===== src/rtl/uart_loopback_pkg.sv =====
// Shared definitions for the UART echo block: frame constants, FSM state
// encoding and the bit-period helper.
package uart_loopback_pkg;

    localparam int   DATA_BITS = 8;
    localparam logic START_BIT = 1'b0;
    localparam logic STOP_BIT  = 1'b1;

    typedef enum logic [1:0] {
        IDLE  = 2'd0,
        START = 2'd1,
        DATA  = 2'd2,
        STOP  = 2'd3
    } uart_state_t;

    // Rounded clocks per serial bit.
    function automatic int clks_per_bit(input int freq, input int baud);
        return (freq + baud / 2) / baud;
    endfunction

endpackage


===== src/rtl/uart_rx_core.sv =====
// 8N1 receiver: two-flop input synchronizer, start/data/stop FSM and a
// one-cycle strobe when a byte with a valid stop bit has been captured.
module uart_rx_core
    import uart_loopback_pkg::*;
#(
    parameter int CLKS_PER_BIT = 8
) (
    input  logic       clk,
    input  logic       reset,
    input  logic       rxd,
    output logic [7:0] rx_data,
    output logic       rx_data_ready
);

    localparam int CW = (CLKS_PER_BIT > 2) ? $clog2(CLKS_PER_BIT) : 1;
    localparam logic [CW-1:0] HALF = CW'(CLKS_PER_BIT / 2);
    localparam logic [CW-1:0] FULL = CW'(CLKS_PER_BIT - 1);

    uart_state_t state, state_next;
    logic          rxd_meta, rxd_sync;
    logic [CW-1:0] cnt;
    logic [2:0]    bit_idx;
    logic [7:0]    shreg;
    logic          wait_high;
    logic          cnt_zero;
    logic          load_half, load_full, sample_bit, accept, frame_err;

    assign cnt_zero = (cnt == '0);

    always_ff @(posedge clk) begin
        if (reset) state <= IDLE;
        else       state <= state_next;
    end

    always_comb begin
        state_next = state;
        case (state)
            IDLE:  if (rxd_sync == START_BIT && !wait_high) state_next = START;
            START: if (cnt_zero) state_next = (rxd_sync == START_BIT) ? DATA : IDLE;
            DATA:  if (cnt_zero && bit_idx == 3'(DATA_BITS - 1)) state_next = STOP;
            STOP:  if (cnt_zero) state_next = IDLE;
            default: state_next = IDLE;
        endcase
    end

    always_comb begin
        load_half  = (state == IDLE) && (state_next == START);
        load_full  = ((state == START) && (state_next == DATA)) ||
                     ((state == DATA) && cnt_zero);
        sample_bit = (state == DATA) && cnt_zero;
        accept     = (state == STOP) && cnt_zero && (rxd_sync == STOP_BIT);
        frame_err  = (state == STOP) && cnt_zero && (rxd_sync != STOP_BIT);
    end

    always_ff @(posedge clk) begin
        if (reset) begin
            rxd_meta      <= 1'b1;
            rxd_sync      <= 1'b1;
            cnt           <= '0;
            bit_idx       <= '0;
            shreg         <= '0;
            rx_data       <= '0;
            rx_data_ready <= 1'b0;
            wait_high     <= 1'b0;
        end else begin
            rxd_meta <= rxd;
            rxd_sync <= rxd_meta;
            if (load_half)      cnt <= HALF;
            else if (load_full) cnt <= FULL;
            else if (!cnt_zero) cnt <= cnt - CW'(1);
            if (state == START)  bit_idx <= '0;
            else if (sample_bit) bit_idx <= bit_idx + 3'd1;
            if (sample_bit) shreg <= {rxd_sync, shreg[7:1]};
            rx_data_ready <= accept;
            if (accept) rx_data <= shreg;
            // After a framing error the line must return high before a new start is trusted.
            if (frame_err)     wait_high <= 1'b1;
            else if (rxd_sync) wait_high <= 1'b0;
        end
    end

endmodule


===== src/rtl/uart_loopback.sv =====
// UART echo top: receives 8N1 bytes on rxd and retransmits them on txd via a
// one-byte holding register. Define LED_BYTE_COUNT_EN to show a received-byte count on led.
module uart_loopback
    import uart_loopback_pkg::*;
#(
    parameter int CLK_FREQUENCY = 96_000_000,
    parameter int BAUD          = 12_000_000,
    parameter int NUM_LEDS      = 8
) (
    input  logic                clk,
    input  logic                reset,
    input  logic                rxd,
    output logic                txd,
    output logic                rxd_data_ready,
    output logic [7:0]          rxd_data,
    output logic                txd_busy,
    output logic [NUM_LEDS-1:0] led
);

    localparam int CLKS_PER_BIT = clks_per_bit(CLK_FREQUENCY, BAUD);
    localparam int CW = (CLKS_PER_BIT > 2) ? $clog2(CLKS_PER_BIT) : 1;
    localparam logic [CW-1:0] FULL = CW'(CLKS_PER_BIT - 1);

    generate
        if (CLKS_PER_BIT < 4) begin : g_cpb_check
            $error("uart_loopback: CLKS_PER_BIT must be at least 4");
        end
        if (NUM_LEDS < 1 || NUM_LEDS > 8) begin : g_led_check
            $error("uart_loopback: NUM_LEDS must be 1..8");
        end
    endgenerate

    uart_rx_core #(.CLKS_PER_BIT(CLKS_PER_BIT)) u_rx (
        .clk           (clk),
        .reset         (reset),
        .rxd           (rxd),
        .rx_data       (rxd_data),
        .rx_data_ready (rxd_data_ready)
    );

    uart_state_t tx_state, tx_state_next;
    logic [7:0]    hold_data, tx_shreg;
    logic          hold_full;
    logic [CW-1:0] tx_cnt;
    logic [2:0]    tx_bit_idx;
    logic          tx_cnt_zero, tx_take;

    assign tx_cnt_zero = (tx_cnt == '0);

    always_ff @(posedge clk) begin
        if (reset) tx_state <= IDLE;
        else       tx_state <= tx_state_next;
    end

    always_comb begin
        tx_state_next = tx_state;
        case (tx_state)
            IDLE:  if (hold_full) tx_state_next = START;
            START: if (tx_cnt_zero) tx_state_next = DATA;
            DATA:  if (tx_cnt_zero && tx_bit_idx == 3'(DATA_BITS - 1)) tx_state_next = STOP;
            STOP:  if (tx_cnt_zero) tx_state_next = IDLE;
            default: tx_state_next = IDLE;
        endcase
    end

    always_comb begin
        tx_take  = (tx_state == IDLE) && hold_full;
        txd_busy = (tx_state != IDLE);
        case (tx_state)
            START:   txd = START_BIT;
            DATA:    txd = tx_shreg[0];
            default: txd = STOP_BIT;
        endcase
    end

    always_ff @(posedge clk) begin
        if (reset) begin
            hold_data  <= '0;
            hold_full  <= 1'b0;
            tx_shreg   <= '0;
            tx_cnt     <= '0;
            tx_bit_idx <= '0;
        end else begin
            // A new byte wins over both an older held byte and a same-cycle take.
            if (rxd_data_ready) begin
                hold_data <= rxd_data;
                hold_full <= 1'b1;
            end else if (tx_take) begin
                hold_full <= 1'b0;
            end
            if (tx_take) begin
                tx_shreg   <= hold_data;
                tx_cnt     <= FULL;
                tx_bit_idx <= '0;
            end else if (tx_state != IDLE && tx_cnt_zero) begin
                tx_cnt <= FULL;
                if (tx_state == DATA) begin
                    tx_shreg   <= {1'b0, tx_shreg[7:1]};
                    tx_bit_idx <= tx_bit_idx + 3'd1;
                end
            end else if (!tx_cnt_zero) begin
                tx_cnt <= tx_cnt - CW'(1);
            end
        end
    end

`ifdef LED_BYTE_COUNT_EN
    logic [NUM_LEDS-1:0] byte_count;

    always_ff @(posedge clk) begin
        if (reset)               byte_count <= '0;
        else if (rxd_data_ready) byte_count <= byte_count + NUM_LEDS'(1);
    end

    assign led = byte_count;
`else
    assign led = rxd_data[NUM_LEDS-1:0];
`endif

endmodule


===== config.mk =====
export PLATFORM = sky130hd
export DESIGN_NAME = uart_loopback
export DESIGN_NICKNAME = d
export VERILOG_FILES = /design/src/rtl/uart_loopback_pkg.sv /design/src/rtl/uart_rx_core.sv /design/src/rtl/uart_loopback.sv
export SDC_FILE = /design/constraint.sdc
export NUM_CORES = 1
export LEC_CHECK = 0
export ABC_AREA = 1
export CORE_AREA = 5 5 80 82
export DETAILED_ROUTE_END_ITERATION = 12
export DIE_AREA = 0 0 85 87
export PLACE_DENSITY = 0.63
export REMOVE_ABC_BUFFERS = 1
export SLEW_MARGIN = 30
export SYNTH_ARGS = -nofsm -noshare
export SYNTH_HDL_FRONTEND = slang
export SYNTH_SLANG_ARGS = --single-unit

===== constraint.sdc =====
create_clock -name clk -period 2.58 [get_ports clk]
set_clock_uncertainty 0.15 [all_clocks]
set_input_delay 0.387 -clock clk [delete_from_list [all_inputs] [get_ports clk]]
set_output_delay 0.387 -clock clk [all_outputs]
set_load 0.02 [all_outputs]

## Yosys cells after proc, flatten, opt, wreduce, memory -nomap -nowiden

Cells that the tools add are included.

- Bits of input ports: 3
- Register bits after elaboration: 53
- Word-level logic and storage cells: 91

- Reductions and logical operators: 28
- $add $sub $neg: 4
- Bitwise logic cells: 1
- Multiplexer cells: 25
- Equal/unequal tests: 17

Operators with widths:

| cell | number |
|---|---|
| 8-bit two-way mux | 3 |
| 2-bit two-way mux | 9 |
| 3-bit two-way mux | 6 |
| 2-bit case mux with 4 select lines | 2 |
| 1-bit logical AND | 11 |
| 2-bit == test, second input constant | 5 |
| 2-bit != test, second input constant | 5 |
| 2-bit nonzero test | 5 |
| 3-bit by 1-bit adder with 3-bit output, second input constant | 2 |
| 2-bit by 1-bit == test with 1-bit output, second input constant | 3 |
| 3-bit == test, second input constant | 2 |
| 3-bit logical NOT | 2 |
| 2-bit OR reduction | 3 |
| 3-bit by 1-bit subtractor with 3-bit output, second input constant | 2 |
| 2-bit logical NOT | 2 |
| 1-bit two-way mux | 4 |
| 2-bit AND reduction | 2 |
| 4-bit AND reduction | 1 |
| 3-bit by 1-bit != test with 1-bit output, second input constant | 1 |
| 3-bit != test, second input constant | 1 |
| 1-bit case mux with 2 select lines | 1 |
| 1-bit logical NOT | 1 |
| 1-bit logical OR | 1 |
| 1-bit inverter | 1 |

## Logic depth before layout (Yosys ltp)

- Depth after elaboration: 9
- Gate-level depth with buffers: 10
- Gate-level depth less buffers: 10

## Modules after synthesis

A second synthesis with hierarchy kept.

- Cell total of the unflattened synthesis: 338
- Area total of the unflattened synthesis: 2596.2 sq um

Modules (own cells, without submodules):

| module | sequential area each (sq um) | cells an instance | area an instance (sq um) | instances |
|---|---|---|---|---|
| uart_loopback | 500.5 | 190 | 1416.4 | 1 |
| uart_rx_core | 560.5 | 148 | 1179.9 | 1 |

## Worst setup path after synthesis

No wires, ideal clock.

- Path kind: register to output
- Start point: register tx_state[0]
- End point: output txd
- Setup slack: 981 ps
- Stages on the path, launching flop included: 5
- Data required time: 2043 ps
- Arrival: 1062 ps
- Cell sequence: dfxtp_1 > inv_1 > ha_1 > inv_1 > o21bai_1

- Word-level cells in the longest chain between the ends: 2
- Elaborated cells on any way between the ends: 3
- Those cells by class: eq/ne (2); mux (1)

RTL lines:

| what | RTL line | source |
|---|---|---|
| from (decl) | uart_loopback.sv:41 | `uart_state_t tx_state, tx_state_next;` |
| from (signal assigned) | uart_loopback.sv:52 | `else tx_state <= tx_state_next;` |
| 2-bit == test or 2-bit by 1-bit == test with 1-bit output (tied branches) | uart_loopback.sv:69 | `case (tx_state)` |
| 1-bit case mux with 2 select lines * | uart_loopback.sv:69 |  |
| to (decl) | uart_loopback.sv:13 | `output logic txd,` |

Every way passes the cells marked *; elsewhere a longest branch is shown, timed or not.

## Final worst setup path

Same ends and word-level chain as after synthesis.

==> flow_summary.ini <==
[setup_path]
slowest_stage = clkdlybuf4s50_1
path_cells = inv_1 -> ha_1 -> nor2_1 -> o21bai_1 -> clkdlybuf4s50_1
required_ns = 2.04
crit_path_end_kind = primary output
crit_arrival_ns = 1.89
criticalPathCategory = reg2out
critPathLaunchType = flop
crit_cells = 5
slowest_delay_ns = 0.61
cp.buffers_inverters = 2
crit_family = buffers and inverters
crit_path_max_fanout = 4
reg2reg_depth = 10

[synthesis]
yosysMostFrequentCell = nand2_1
synth_edf_count = 0
ys_seq_area_share_pct = 43.2
synthCells = 326
synth_flop_cell = dfxtp_1
synthDistinctLibCells = 27
synth_warnings = 0
ys_top_cells_by_count = nand2_1 (63), dfxtp_1 (53), nor2_1 (41), inv_1 (39), a21oi_1 (30)
async_flop_share_pct = 0
syn_area_per_cell_sq_um = 7.53
synth_top_area_share_pct = 43.2
synth.ff_latch_count = 53
yosys.area.top_type = dfxtp_1
synthTopCellsByArea = dfxtp_1 (43%), nand2_1 (9.6%), ha_1 (6.6%)
syn_area_sq_um = 2450

[finish]
final_util_pct = 48.4
drive_above_1_share_pct = 8.85
areaGrowthSynthToFinish_pct = 12.0
n_antenna_cell = 0
fin_nets = 354

[routing]
vias_per_cell = 4.63
route.met3.wl_um = 135
post_drt_wl_per_cell_um = 10.4
routed_wl_um = 4310
drc = 0
drtIter0Drc = 67
vias = 1917
ant_nets = 0
highest_layer = met4
wl_met1_um = 2110
first_pass_iters = 5
wl_met2_um = 2000

[grt]
grt_max_degree = 27
grt_pass1_wl_um = 7960
antenna_found_initial = 0
grt_pass1_vias = 1874
grt_use_total_pct = 13.0
grt_remaining_overflow = 0

[floorplanning]
io_pins = 22
initial_utilization_pct = 43.3
rows = 28
die_h_um = 87
coreArea_sq_um = 5680
die_w_um = 85
dieArea_sq_um = 7400

[power]
p_per_area_nw_per_um2 = 786
p_leak_uw = 0.00119
irDropWorstVdd_uv = 391
power_uw = 2160

[clock_network]
tritoncts.num_buffers = 5
clockBufferDepth = 2
holdBufCountCts = 0
clkTransAtPathRegs_ns = 0.09
cts_setup_buffers = 0
worstSkewPairLatency_ns = 0.30
cts-resized-gates = 0
cts_tree = done
clock_tree.root_cell = clkbuf_8
htree_levels = 2
clkSinkCount = 53

[sta]
setup_viol = 0
fin_crit_sh_pct = 93.9
hold_viol_final = 0
worst_pin_slew_ns = 0.712
slew_headroom_pct = 52.5
clock.fmax_ghz = 0.413
setup_tns_ns = 0
setup_ws_ns = 0.157
rsz0062_at_grt = false
slew_viol_final = 0
min_period_ns = 2.42

[place]
port_buffers = 21
preCtsSetupSlack_ns = 0.469
dp_hpwl_um = 3010
gp_congestion = 0.747

[hold_path]
holdPathStages = 1
hp-class = reg2reg

[status]
outcome = finished clean

[job]
max-cap-violations = 0
stage by stage:
step	cell area, sq um	cells	hold slack, ns
global route	2750	414	0.290
CTS	2750	414	0.273
detailed placement	2650	406	0.248
finish	2750	414	0.270
global placement	2650	406	0.247
floorplan	2330	308	0.239
layout make-up:
type                    instances  area (sq um)
clock buffers                   7          96.3
clock inverters                 1          5.00
inverters                      43           163
well taps                      75          93.8
multi-input cells             212          1100
flip-flops and latches         53          1060
repair buffers                 23           225
fillers                       588          2930
state kept, by name, summed over array words and instances, names as in the netlist, 3 cells and up:
name and flops:
tx_bit_idx 3, u_rx.shreg 8, u_rx.bit_idx 3, tx_shreg 8, hold_data 8, u_rx.rx_data 8, u_rx.cnt 3, tx_cnt 3
cells by family (layout without fill, tap and decap cells):
kind of cell / count (synthesis) / in the layout / synth area share [%]
AND/OR/NAND/NOR: 138 / 138 / 25.0
buffers and inverters: 61 / 74 / 11.8
AO/OA/AOI/OAI: 57 / 57 / 12.0
flip-flops: 53 / 53 / 43.2
adder cells (fa/ha/maj): 13 / 13 / 6.63
XOR/XNOR: 4 / 4 / 1.43
power by group:
part	total, uW	leakage [uW]	switching, uW	internal, uW
registers	935	0.000429	44.0	891
logic	719	0.000708	439	281
clock network	505	0.0000542	262	243
total	2160	0.00119	745	1410
metal layers:
layer,vias up,global-route usage (%)
met2,27,23.0
li1,1035,-
met3,6,3.22
met5,-,0
met1,849,15.5
met4,0,4.32
final timing paths:
kind	slack, ns	startpoint	end
hold reg to reg	0.27	u_rx.rxd_meta	u_rx.rxd_sync
setup / recovery	0.16	tx_state[0]	txd
hold / removal	0.27	u_rx.rxd_meta	u_rx.rxd_sync
setup reg to reg	0.77	tx_state[0]	tx_shreg[1]
cell usage in the layout (no fill, tap or decap):
cell type / netlist / routed
nand2_1: 63 / 63
dfxtp_1: 53 / 53
nor2_1: 41 / 41
inv_1: 39 / 39
a21oi_1: 30 / 30
o21ai_0: 24 / 24
clkdlybuf4s50_1: 0 / 21
nand3_1: 15 / 15
ha_1: 13 / 13
clkbuf_8: 0 / 7
nand2_4: 4 / 4
nor2_2: 4 / 4
inv_2: 3 / 3
nand2_2: 3 / 3
xor2_1: 3 / 3
or2_2: 3 / 3
nor2_4: 2 / 2
clkinv_2: 1 / 2
buf_4: 11 / 2
o21bai_1: 1 / 1
xnor2_1: 1 / 1
or2_1: 1 / 1
o211a_1: 1 / 1
a31oi_1: 1 / 1
nor3_1: 1 / 1
nand4_1: 1 / 1
No activity file was read; power rests on OpenSTA's default activity.
